File: src/rtl/rgb565_grayscale_stream.sv
// Streaming RGB565 -> grayscale converter, LANES pixels per beat, two-stage valid/ready pipeline.
// Define GRAYSCALE_ROUND_EN to round the luma to nearest instead of truncating.
`timescale 1ns/1ps

module rgb565_grayscale_stream #(
    parameter int unsigned LANES  = 2,
    parameter int unsigned COEF_R = 54,
    parameter int unsigned COEF_G = 183,
    parameter int unsigned COEF_B = 19
) (
    input  logic                  i_clock,
    input  logic                  i_reset,
    input  logic                  i_s_valid,
    output logic                  o_s_ready,
    input  logic [16*LANES-1:0]   i_s_data,
    input  logic                  i_s_last,
    input  logic                  i_s_mode,
    output logic                  o_m_valid,
    input  logic                  i_m_ready,
    output logic [16*LANES-1:0]   o_m_data,
    output logic                  o_m_last
);

    localparam logic [7:0] CoefR = COEF_R[7:0];
    localparam logic [7:0] CoefG = COEF_G[7:0];
    localparam logic [7:0] CoefB = COEF_B[7:0];

`ifdef GRAYSCALE_ROUND_EN
    localparam logic [16:0] RoundBias = 17'd128;
`else
    localparam logic [16:0] RoundBias = 17'd0;
`endif

    logic                w_en1;
    logic                w_en2;
    logic [15:0]         w_prod_r [LANES];
    logic [15:0]         w_prod_g [LANES];
    logic [15:0]         w_prod_b [LANES];
    logic [16*LANES-1:0] w_lane_out;

    logic                r_v1;
    logic                r_mode1;
    logic                r_last1;
    logic [15:0]         r_prod_r [LANES];
    logic [15:0]         r_prod_g [LANES];
    logic [15:0]         r_prod_b [LANES];
    logic                r_m_valid;
    logic [16*LANES-1:0] r_m_data;
    logic                r_m_last;

    // Stage 2 frees up when it is empty or being drained; stage 1 when empty or moving on.
    always_comb begin
        w_en2     = !r_m_valid || i_m_ready;
        w_en1     = !r_v1 || w_en2;
        o_s_ready = w_en1 && !i_reset;
    end

    for (genvar gi = 0; gi < LANES; gi++) begin : g_lane
        logic [4:0]  w_r;
        logic [5:0]  w_g;
        logic [4:0]  w_b;
        logic [7:0]  w_r8;
        logic [7:0]  w_g8;
        logic [7:0]  w_b8;
        logic [16:0] w_sum;
        logic [7:0]  w_y;

        assign {w_r, w_g, w_b} = i_s_data[16*gi +: 16];
        assign w_r8 = {w_r, w_r[4:2]};
        assign w_g8 = {w_g, w_g[5:4]};
        assign w_b8 = {w_b, w_b[4:2]};

        assign w_prod_r[gi] = {8'h00, CoefR} * {8'h00, w_r8};
        assign w_prod_g[gi] = {8'h00, CoefG} * {8'h00, w_g8};
        assign w_prod_b[gi] = {8'h00, CoefB} * {8'h00, w_b8};

        // Weights sum to at most 256, so the luma never exceeds 255 and needs no clamp.
        assign w_sum = {1'b0, r_prod_r[gi]} + {1'b0, r_prod_g[gi]} + {1'b0, r_prod_b[gi]}
                     + RoundBias;
        assign w_y   = 8'(w_sum >> 8);

        assign w_lane_out[16*gi +: 16] = r_mode1 ? {w_y[7:3], w_y[7:2], w_y[7:3]}
                                                 : {8'h00, w_y};
    end

    always_ff @(posedge i_clock) begin
        if (i_reset) begin
            r_v1      <= 1'b0;
            r_mode1   <= 1'b0;
            r_last1   <= 1'b0;
            for (int i = 0; i < LANES; i++) begin
                r_prod_r[i] <= '0;
                r_prod_g[i] <= '0;
                r_prod_b[i] <= '0;
            end
            r_m_valid <= 1'b0;
            r_m_data  <= '0;
            r_m_last  <= 1'b0;
        end else begin
            if (w_en1) begin
                r_v1 <= i_s_valid && o_s_ready;
                if (i_s_valid) begin
                    r_mode1 <= i_s_mode;
                    r_last1 <= i_s_last;
                    for (int i = 0; i < LANES; i++) begin
                        r_prod_r[i] <= w_prod_r[i];
                        r_prod_g[i] <= w_prod_g[i];
                        r_prod_b[i] <= w_prod_b[i];
                    end
                end
            end
            // Output data only changes when a real beat moves in, so an idle bus keeps its value.
            if (w_en2) begin
                r_m_valid <= r_v1;
                if (r_v1) begin
                    r_m_data <= w_lane_out;
                    r_m_last <= r_last1;
                end
            end
        end
    end

    assign o_m_valid = r_m_valid;
    assign o_m_data  = r_m_data;
    assign o_m_last  = r_m_last;

endmodule

File: config.mk
export PLATFORM = sky130hd
export DESIGN_NAME = rgb565_grayscale_stream
export DESIGN_NICKNAME = d
export VERILOG_FILES = /design/src/rtl/rgb565_grayscale_stream.sv
export SDC_FILE = /design/constraint.sdc
export NUM_CORES = 1
export LEC_CHECK = 0
export CAP_MARGIN = 20
export CORE_ASPECT_RATIO = 0.75
export CORE_UTILIZATION = 38
export DETAILED_ROUTE_END_ITERATION = 6
export HOLD_SLACK_MARGIN = 0.1
export PLACE_DENSITY = 0.54
export SYNTH_ARGS = -nofsm -noshare
export SYNTH_HDL_FRONTEND = slang
export SYNTH_SLANG_ARGS = --single-unit
File: constraint.sdc
create_clock -name i_clock -period 4.8 [get_ports i_clock]
set_input_delay 0.96 -clock i_clock [delete_from_list [all_inputs] [get_ports i_clock]]
set_output_delay 0.96 -clock i_clock [all_outputs]
set_load 0.01 [all_outputs]
# [Word-level counts from Yosys, hierarchy flattened]
# Memories as Yosys holds them, arrays and structs flattened.
# Cells that the tools add are included.
[classes] n_addsub=4 n_mul=6 n_mux=14 bitwise_logic=6 reduce_logical=9
[op_table] cell="$add 16x16->16" count=4
[op_table] cell="$mux 16" count=4
[op_table] cell="$mul 5x8->13 const A" count=4
[op_table] cell="$mux 13" count=4
[op_table] cell="$mul 8x8->16 const A" count=2
[op_table] cell="$mux 1" count=6
[op_table] cell="$or 1x1->1" count=6
[op_table] cell="$reduce_and 2->1" count=2
[op_table] cell="$logic_not 1->1" count=3
[op_table] cell="$logic_and 1x1->1" count=2
[op_table] cell="$logic_or 1x1->1" count=2
[totals] ff_bits=37 ramBits=84 output_inout_bits=35 word_cells=48 n_memories=3
[memory_table] name="r_prod_g" words=2 width=16 read_ports=2 rd_ports_with_merged_regs=0 wr=2 line_no="45" source="logic [15:0] r_prod_g [LANES];"
[memory_table] name="r_prod_b" words=2 width=13 read_ports=2 rd_ports_with_merged_regs=0 wr=2 line_no="46" source="logic [15:0] r_prod_b [LANES];"
[memory_table] name="r_prod_r" words=2 width=13 read_ports=2 rd_ports_with_merged_regs=0 wr=2 line_no="44" source="logic [15:0] r_prod_r [LANES];"

# [Longest topological paths before layout]
# Gate-level depths: netlist of the first run.
[depth] word_depth=7 ltp_mapped=15

# [Worst setup path after synthesis of the first run]
# Ideal clock, no wire load.
[synth_timing] path_type="in2reg" start="input port i_s_data[8]" end="memory r_prod_g[0][12] (data pin)" setup_time_ns=0.266 t_arrival_ns=4.363 required_time_ns=4.534 path_slack_ns=0.171 stages=15 n_path_buf=0 cell_sequence="fa_1 -> inv_1 -> fa_1 -> inv_1 -> fa_1 -> inv_1 -> fa_1 -> inv_1 -> ha_1 -> o21ai_0 -> inv_1 -> a2111oi_1 -> o31ai_1 -> xnor2_1 -> nor2_1"
[synth_rtl] element="from (decl)" line_no="15" source="input logic [16*LANES-1:0] i_s_data,"
[synth_rtl] element="to (decl)" line_no="45"

==> summary.txt, run 1 <==
Run status: complete, no violations
Kind of critical path: in -> reg
Number of antenna repair diodes: 0
Initial core utilization: 0.388
Leakage component of the power: 6.69 nW
Latest clock arrival within the worst-skew pair: 420 ps
Cell types occupying the most area after synthesis: sky130_fd_sc_hd__edfxtp_1 22%, sky130_fd_sc_hd__ha_1 21%, sky130_fd_sc_hd__fa_1 15%
Count of buffers inserted at the top-level ports: 72
Most instantiated flip-flop cell in the synthesis netlist: sky130_fd_sc_hd__edfxtp_1
WP data arrival: 4860 ps
Synth Instances: 1173
Buffer levels on the longest clock path: 2
Routed via count: 8555
Worst setup path end: r_prod_g[0][14]
Yosys reg bits: 115
Area Overhead vs Synth: 19.0%
End of the worst register-to-register path: o_m_data[19]
Total of max-cap violations: 0
Critical-path cell with the highest stage delay: sky130_fd_sc_hd__or4_4
Area of the multi-input gates: 0.00774 sq mm
Total standard cell area after synthesis: 0.0117 sq mm
Via count normalized by instance count: 4.97
Cell count along the critical path: 16
Overflow after GRT: 0
Global Route met2 Usage: 0.225
Post-Route Skew: 12.0 ps
Number of enable flip-flop cells after synthesis: 84
GRT met1 Usage: 0.290
Final max-slew violation count: 0
Ratio of final minimum period to clock period: 0.950
Met3 usage in global routing: 0.0265
Starting DRC count in detailed routing: 473
Mapped Nets: 1495
Count of clock tree sinks: 115
Number of cells traversed by the worst register-to-register path: 8
TritonCTS clock tree: done
Syn avg cell area: 9.98 sq um
Drc violations: 0
Reg2Reg Setup Slack: 1590 ps
Headroom to the max-slew limit: 0.414
Transition time at the pin with the least slew margin: 857 ps
Ranking of synthesized cells by instance count: 194 x sky130_fd_sc_hd__ha_1, 182 x sky130_fd_sc_hd__inv_1, 90 x sky130_fd_sc_hd__fa_1
Wire length of the first global-routing pass: 43300 microns
Critical path capture point type: flip-flop
Busiest layer in global routing: met1
Clock tree root driver cell: sky130_fd_sc_hd__clkbuf_16
Share of the core filled with cells: 0.461
Overall Global Routing Usage: 0.174
Total of warnings raised by yosys: 0
GPL Wtd Cong: 0.831
Routed wire length: 26000 microns
DPL Wire Length: 21200 microns
Fmax achieved: 219 MHz
Library cells used by synthesis: 79
Number of antenna violations at the first check in global routing: 0
Power density cells: 433 mW/mm^2
Non-Filler Cell Area, Final: 0.0139 sq mm
Leading area contributor after synthesis: sky130_fd_sc_hd__edfxtp_1
Floorplan die height: 154 microns
Crit path time final: 4560 ps
Register cell area after layout: 0.00314 sq mm
Worst Path Buf+Inv: 6
Floorplan Core Area: 0.0302 sq mm
Cts hold-fix bufs: 0
CP Cell Sequence: clkdlybuf4s50_1 -> buf_4 -> fa_1 -> inv_1 -> fa_1 -> inv_1 -> ha_1 -> fa_1 -> ha_1 -> inv_1 -> o211ai_1 -> a2111oi_1 -> buf_4 -> or4_4 -> a211o_1 -> nand2_1
Register clock-pin slew on the reported worst setup and hold paths: 60 ps
Path class of the lowest-slack min-delay path: reg -> reg
Vias in the first global route: 8355
Area share of the largest cell type after synthesis: 0.215
Final hold vios: 0
Share of flip-flops with an asynchronous set or reset after synthesis: 0
Setup TNS after final layout: 0 ps
Peak supply drop: 0.294 mV
# fillers: 2900
Placed Instance Area: 0.0133 sq mm
Highest net fanout along the worst path: 4
Proportion of synthesized chip area in sequential cells: 0.268
Share of post-route cells with drive strength above 1: 0.0984
Average detailed-routed wire length per instance: 15.1 microns
Net count reported at finish: 1630
Critical path data required time: 5090 ps
Setup-failing EPs final: 0
Slowest cell delay on critical path: 480 ps
Reg2reg start: r_prod_g[0][24]
Number of iterations in the first detailed-routing pass: 5
Clock buffer count from CTS: 17
Die width: 205 microns
Setup repair after global routing missed its margin: no
Row cnt: 55
Critical Path Start: i_s_data[5]
Maximum number of pins on one net before global-route repair: 69
Most frequent cell after synthesis: sky130_fd_sc_hd__ha_1
Die Area: 0.0315 sq mm
Category of cells accounting for the largest share of critical-path delay: adder cells
# IOs: 73
H-tree depth: 4
Residual antenna-violating net count after detailed routing: 0
Crit path launch type: input port
## sequential cells by signal, summed over array words and instances, names as in the netlist
| register | cells |
|---|---|
| r_v1 | 1 |
| r_last1 | 1 |
| r_prod_g | 32 |
| o_m_valid | 1 |
| o_m_data | 26 |
| r_mode1 | 1 |
| r_prod_b | 26 |
| o_m_last | 1 |
| r_prod_r | 26 |
## stage by stage
step,power [W],instances,hold WS [ps],setup slack [ps]
finish,0.00603,1720,453,239
CTS,0.00607,1720,455,2.60
global route,0.00657,1720,493,54.0
detailed placement,0.00476,1688,448,-454
global placement,0.00475,1688,447,-402
floorplan,0.00369,1173,432,171
## area by class of cell
class | count | area share
Clock inverter | 12 | 0.00997
Multi-Input combinational cell | 845 | 0.556
Tap cell | 399 | 0.0358
Inverter | 183 | 0.0494
Timing Repair Buffer | 146 | 0.0921
Sequential cell | 115 | 0.226
Clock buffer | 20 | 0.0313
## what timing repair did
| item | in CTS | in global routing |
|---|---|---|
| endpoints found under the setup margin | 0 | 3 |
| gates resized for setup | 0 | 4 |
| setup buffers | 0 | 0 |
## cell usage in the layout (no fill, tap or decap), types with 14 or more instances in the layout
master / instances
sky130_fd_sc_hd__nand2_1: 51
sky130_fd_sc_hd__xor2_1: 17
sky130_fd_sc_hd__and2_1: 24
sky130_fd_sc_hd__nor3_1: 24
sky130_fd_sc_hd__mux2i_1: 14
sky130_fd_sc_hd__nand3_1: 16
sky130_fd_sc_hd__buf_4: 74
sky130_fd_sc_hd__inv_1: 181
sky130_fd_sc_hd__clkbuf_16: 17
sky130_fd_sc_hd__nand2b_1: 16
sky130_fd_sc_hd__a21o_1: 25
sky130_fd_sc_hd__dfxtp_1: 31
sky130_fd_sc_hd__clkdlybuf4s50_1: 69
sky130_fd_sc_hd__ha_1: 194
sky130_fd_sc_hd__fa_1: 90
sky130_fd_sc_hd__o21ai_0: 44
sky130_fd_sc_hd__nor2_1: 79
sky130_fd_sc_hd__xnor2_1: 27
sky130_fd_sc_hd__edfxtp_1: 84
sky130_fd_sc_hd__a21oi_1: 57
## worst register-to-register path: stages, from the launching register on
cell and delay (ps):
sky130_fd_sc_hd__edfxtp_1 420, sky130_fd_sc_hd__fa_1 470, sky130_fd_sc_hd__ha_1 370, sky130_fd_sc_hd__a21oi_1 260
sky130_fd_sc_hd__o21bai_1 90, sky130_fd_sc_hd__a2111oi_0 790, sky130_fd_sc_hd__a21o_1 270, sky130_fd_sc_hd__xor2_1 250
sky130_fd_sc_hd__a311oi_1 120
## where the power goes
part / switching (W) / internal, W / total, W
Clock: 0.000450 / 0.000806 / 0.00126
Sequential: 0.000117 / 0.00126 / 0.00138
Combinational: 0.00184 / 0.00155 / 0.00339
## per-layer routing
metal,part of all wire,wire [microns],vias up
met5,0,0,-
met4,0.0053,137,0
met3,0.040,1050,12
met2,0.37,9550,135
met1,0.59,15300,4059
li1,-,-,4349
## how the worst min path moves through the flow
stage | from | endpoint | slack [ps] | depth (start not counted)
floorplan | r_last1 | o_m_last | 430 | 2
global placement | o_m_data[28] | o_m_data[28] | 450 | 2
detailed placement | o_m_last | o_m_last | 450 | 2
CTS | r_last1 | o_m_last | 460 | 2
global route | r_last1 | r_last1 | 490 | 1
finish | o_m_last | o_m_last | 450 | 2
## cells by family after synthesis
kind of cell / Yosys count / share of synthesized area
flip-flops: 115 / 0.268
adder cells (fa/ha/maj): 284 / 0.361
multiplexers: 15 / 0.0132
XOR/XNOR: 45 / 0.0343
AO/OA/AOI/OAI: 236 / 0.140
buffers and inverters: 213 / 0.0708
AND/OR/NAND/NOR: 265 / 0.112
No activity file was read; power rests on OpenSTA's default activity.
==> run 2: changes to the inputs <==
HOLD_SLACK_MARGIN = not set   (was 0.1)
==> results of run 2 <==
No change in the layout: final DEF, timing and power equal those of run 1.
==> run 3: changes to the inputs <==
CTS_CLUSTER_DIAMETER = 120   (was not set)
==> results of run 3 <==
No change in the layout: final DEF, timing and power equal those of run 1.
==> edit, RTL diff (flow settings as in run 1) <==
`LANES`: 2 -> 4.
--- a/src/rtl/rgb565_grayscale_stream.sv
+++ b/src/rtl/rgb565_grayscale_stream.sv
@@ -5,3 +5,3 @@
 module rgb565_grayscale_stream #(
-    parameter int unsigned LANES  = 2,
+    parameter int unsigned LANES  = 4,
     parameter int unsigned COEF_R = 54,
Ports: changed (resized i_s_data and o_m_data); port bits go from 73 to 137. No check against the original RTL was run, so the function may have changed too.
==> edit against run 1 <==
  * Sequential cell count up 110
  * Wire length up 100%
  * Setup slack worse by 44 ps
  * Highest routed layer unchanged
  * Critical endpoint is now r_prod_g[3][15]$_SDFFCE_PN0P_
  * Critical path depth down 1
  * Count of clock-buffer cells in the layout up 12
  * Largest power group unchanged
  * Final cell count up 88%
  * Cell area up 88%
  * Total power up 81%
  * Worst hold slack better by 16 ps
  * Synthesized area up 89%
  * Non-clock buffer count up 148
==> edit: results (changes against run 1) <==
INFO  metric io_buffers = 136 (+89%)
INFO  metric nMultiInputCombCells = 1543 (+83%)
INFO  metric post_synth_fa_ha_maj_area_fraction = 0.3825 (+0.02130)
INFO  metric viasPerCell = 4.908 (-1.3%)
INFO  metric final.clkbuf_count = 32 (+60%)
INFO  metric htree_num_levels = 1 (-3)
INFO  metric place_hpwl = 43480 µm (+100%)
INFO  metric clock_latency_at_the_later_pin_of_the_worst_skew_pair = 540 ps (+120 ps)
INFO  metric p_comb_frac = 0.582 (+0.019)
INFO  metric timing.slew.headroom = 0.2297 (-0.1840)
INFO  metric finClkSkew = 15.64 ps (+3.617 ps)
INFO  metric count_of_flip_flops_with_a_built_in_enable_after_synthesis = 168 (+100%)
INFO  metric use_met2 = 0.2719 (+0.04679)
INFO  metric placed_cells = 3196 (+89%)
INFO  metric layout.nonclk_buf_frac = 0.09791 (+0.005789)
INFO  metric timing.critical_path.slowest_stage_cell = fa_1
INFO  metric critical_path_arrival = 5010 ps (+150 ps)
INFO  metric seqAreaFraction = 0.2359 (+0.01036)
INFO  metric numCtsBuffers = 25 (+8)
INFO  metric clock_tree_area_fraction = 0.02978 (-0.01153)
INFO  metric largest_reg_flops = 64 (+100%)
INFO  metric status = completed
INFO  metric layout-drive-gt1-share = 0.08581 (-0.01260)
INFO  metric inverters_excl_clock = 354 (+93%)
INFO  metric met3WireLength = 2623 µm (+150%)
INFO  metric postSynthNetCount = 2820 (+89%)
INFO  metric place_worst_setup_slack = -375.3 ps (+78.91 ps)
INFO  metric grt_util_met1 = 0.2740 (-0.01563)
INFO  metric standard_cell_area_after_detailed_placement = 0.02544 mm² (+91%)
INFO  metric groute.usage.overall = 0.1833 (+0.009735)
INFO  metric drt-met1-wl = 27500 µm (+80%)
INFO  metric synthTopCellsByArea = edfxtp_1, ha_1, fa_1
INFO  metric grt_pass1_vias = 16352 (+96%)
INFO  metric multi_input_comb_area = 0.01438 mm² (+86%)
INFO  metric yosys-mux-area-fraction = 0.005540 (-0.007710)
INFO  metric synth-compound-area-share = 0.1118 (-0.02795)
INFO  metric routabilityCongestion = 0.8814 (+6.1%)
INFO  metric power.share.switching = 0.4044 (+0.004475)
INFO  metric leakagePower = 12.88 nW (+92%)
INFO  metric avgSynthCellArea = 10.14 µm² (+1.6%)
INFO  metric synth_xor_xnor_area_share = 0.04352 (+0.009226)
INFO  metric number_of_clock_sinks = 225 (+96%)
INFO  metric worst_ir_drop_vdd = 0.0002182 V (-26%)
INFO  metric grt_max_degree = 170 (+150%)
INFO  metric drtIter0Drc = 680 (+44%)
INFO  metric critical_path.max_stage_delay = 550 ps (+70 ps)
INFO  metric detail_route.wirelength = 53000 µm (+100%)
INFO  metric n_fill_cell = 5448 (+88%)
INFO  metric synth_cell_type_count = 71 (-10%)
INFO  metric clockBufferDepth = 3 (+1)
INFO  metric netlist_top_cells_count = ha_1, inv_1, nor2_1
INFO  metric grtUsageMet3 = 0.03407 (+0.007573)
INFO  metric design.final.nets = 3081 (+89%)
[edit: cell count changes after synthesis, sizes merged, moves of 26 or more]
cell	before	now
ha	194	387
inv	182	354
nor2	79	200
fa	90	181
edfxtp	84	168
a21oi	60	116
and3	10	53
a21o	25	61
nor3	25	61
xnor2	27	63
xor2	18	47
nand2	53	81
clkbuf	15	42
dfxtp	31	57
[edit: path summary, 6_finish.rpt]
| check | from | end | slack, ps | cells past startpoint |
|---|---|---|---|---|
| worst max-delay path | i_s_data[56] | r_prod_g[3][15]$_SDFFCE_PN0P_ | 200 | 15 |
| worst min-delay path | r_last1$_SDFFE_PP0P_ | o_m_last$_SDFFE_PP0P_ | 470 | 2 |
| worst max register to register | r_prod_g[2][2]$_SDFFCE_PN0P_ | o_m_data[34]$_SDFFE_PP0P_ | 1680 | 9 |
| worst min register to register | r_last1$_SDFFE_PP0P_ | o_m_last$_SDFFE_PP0P_ | 470 | 2 |
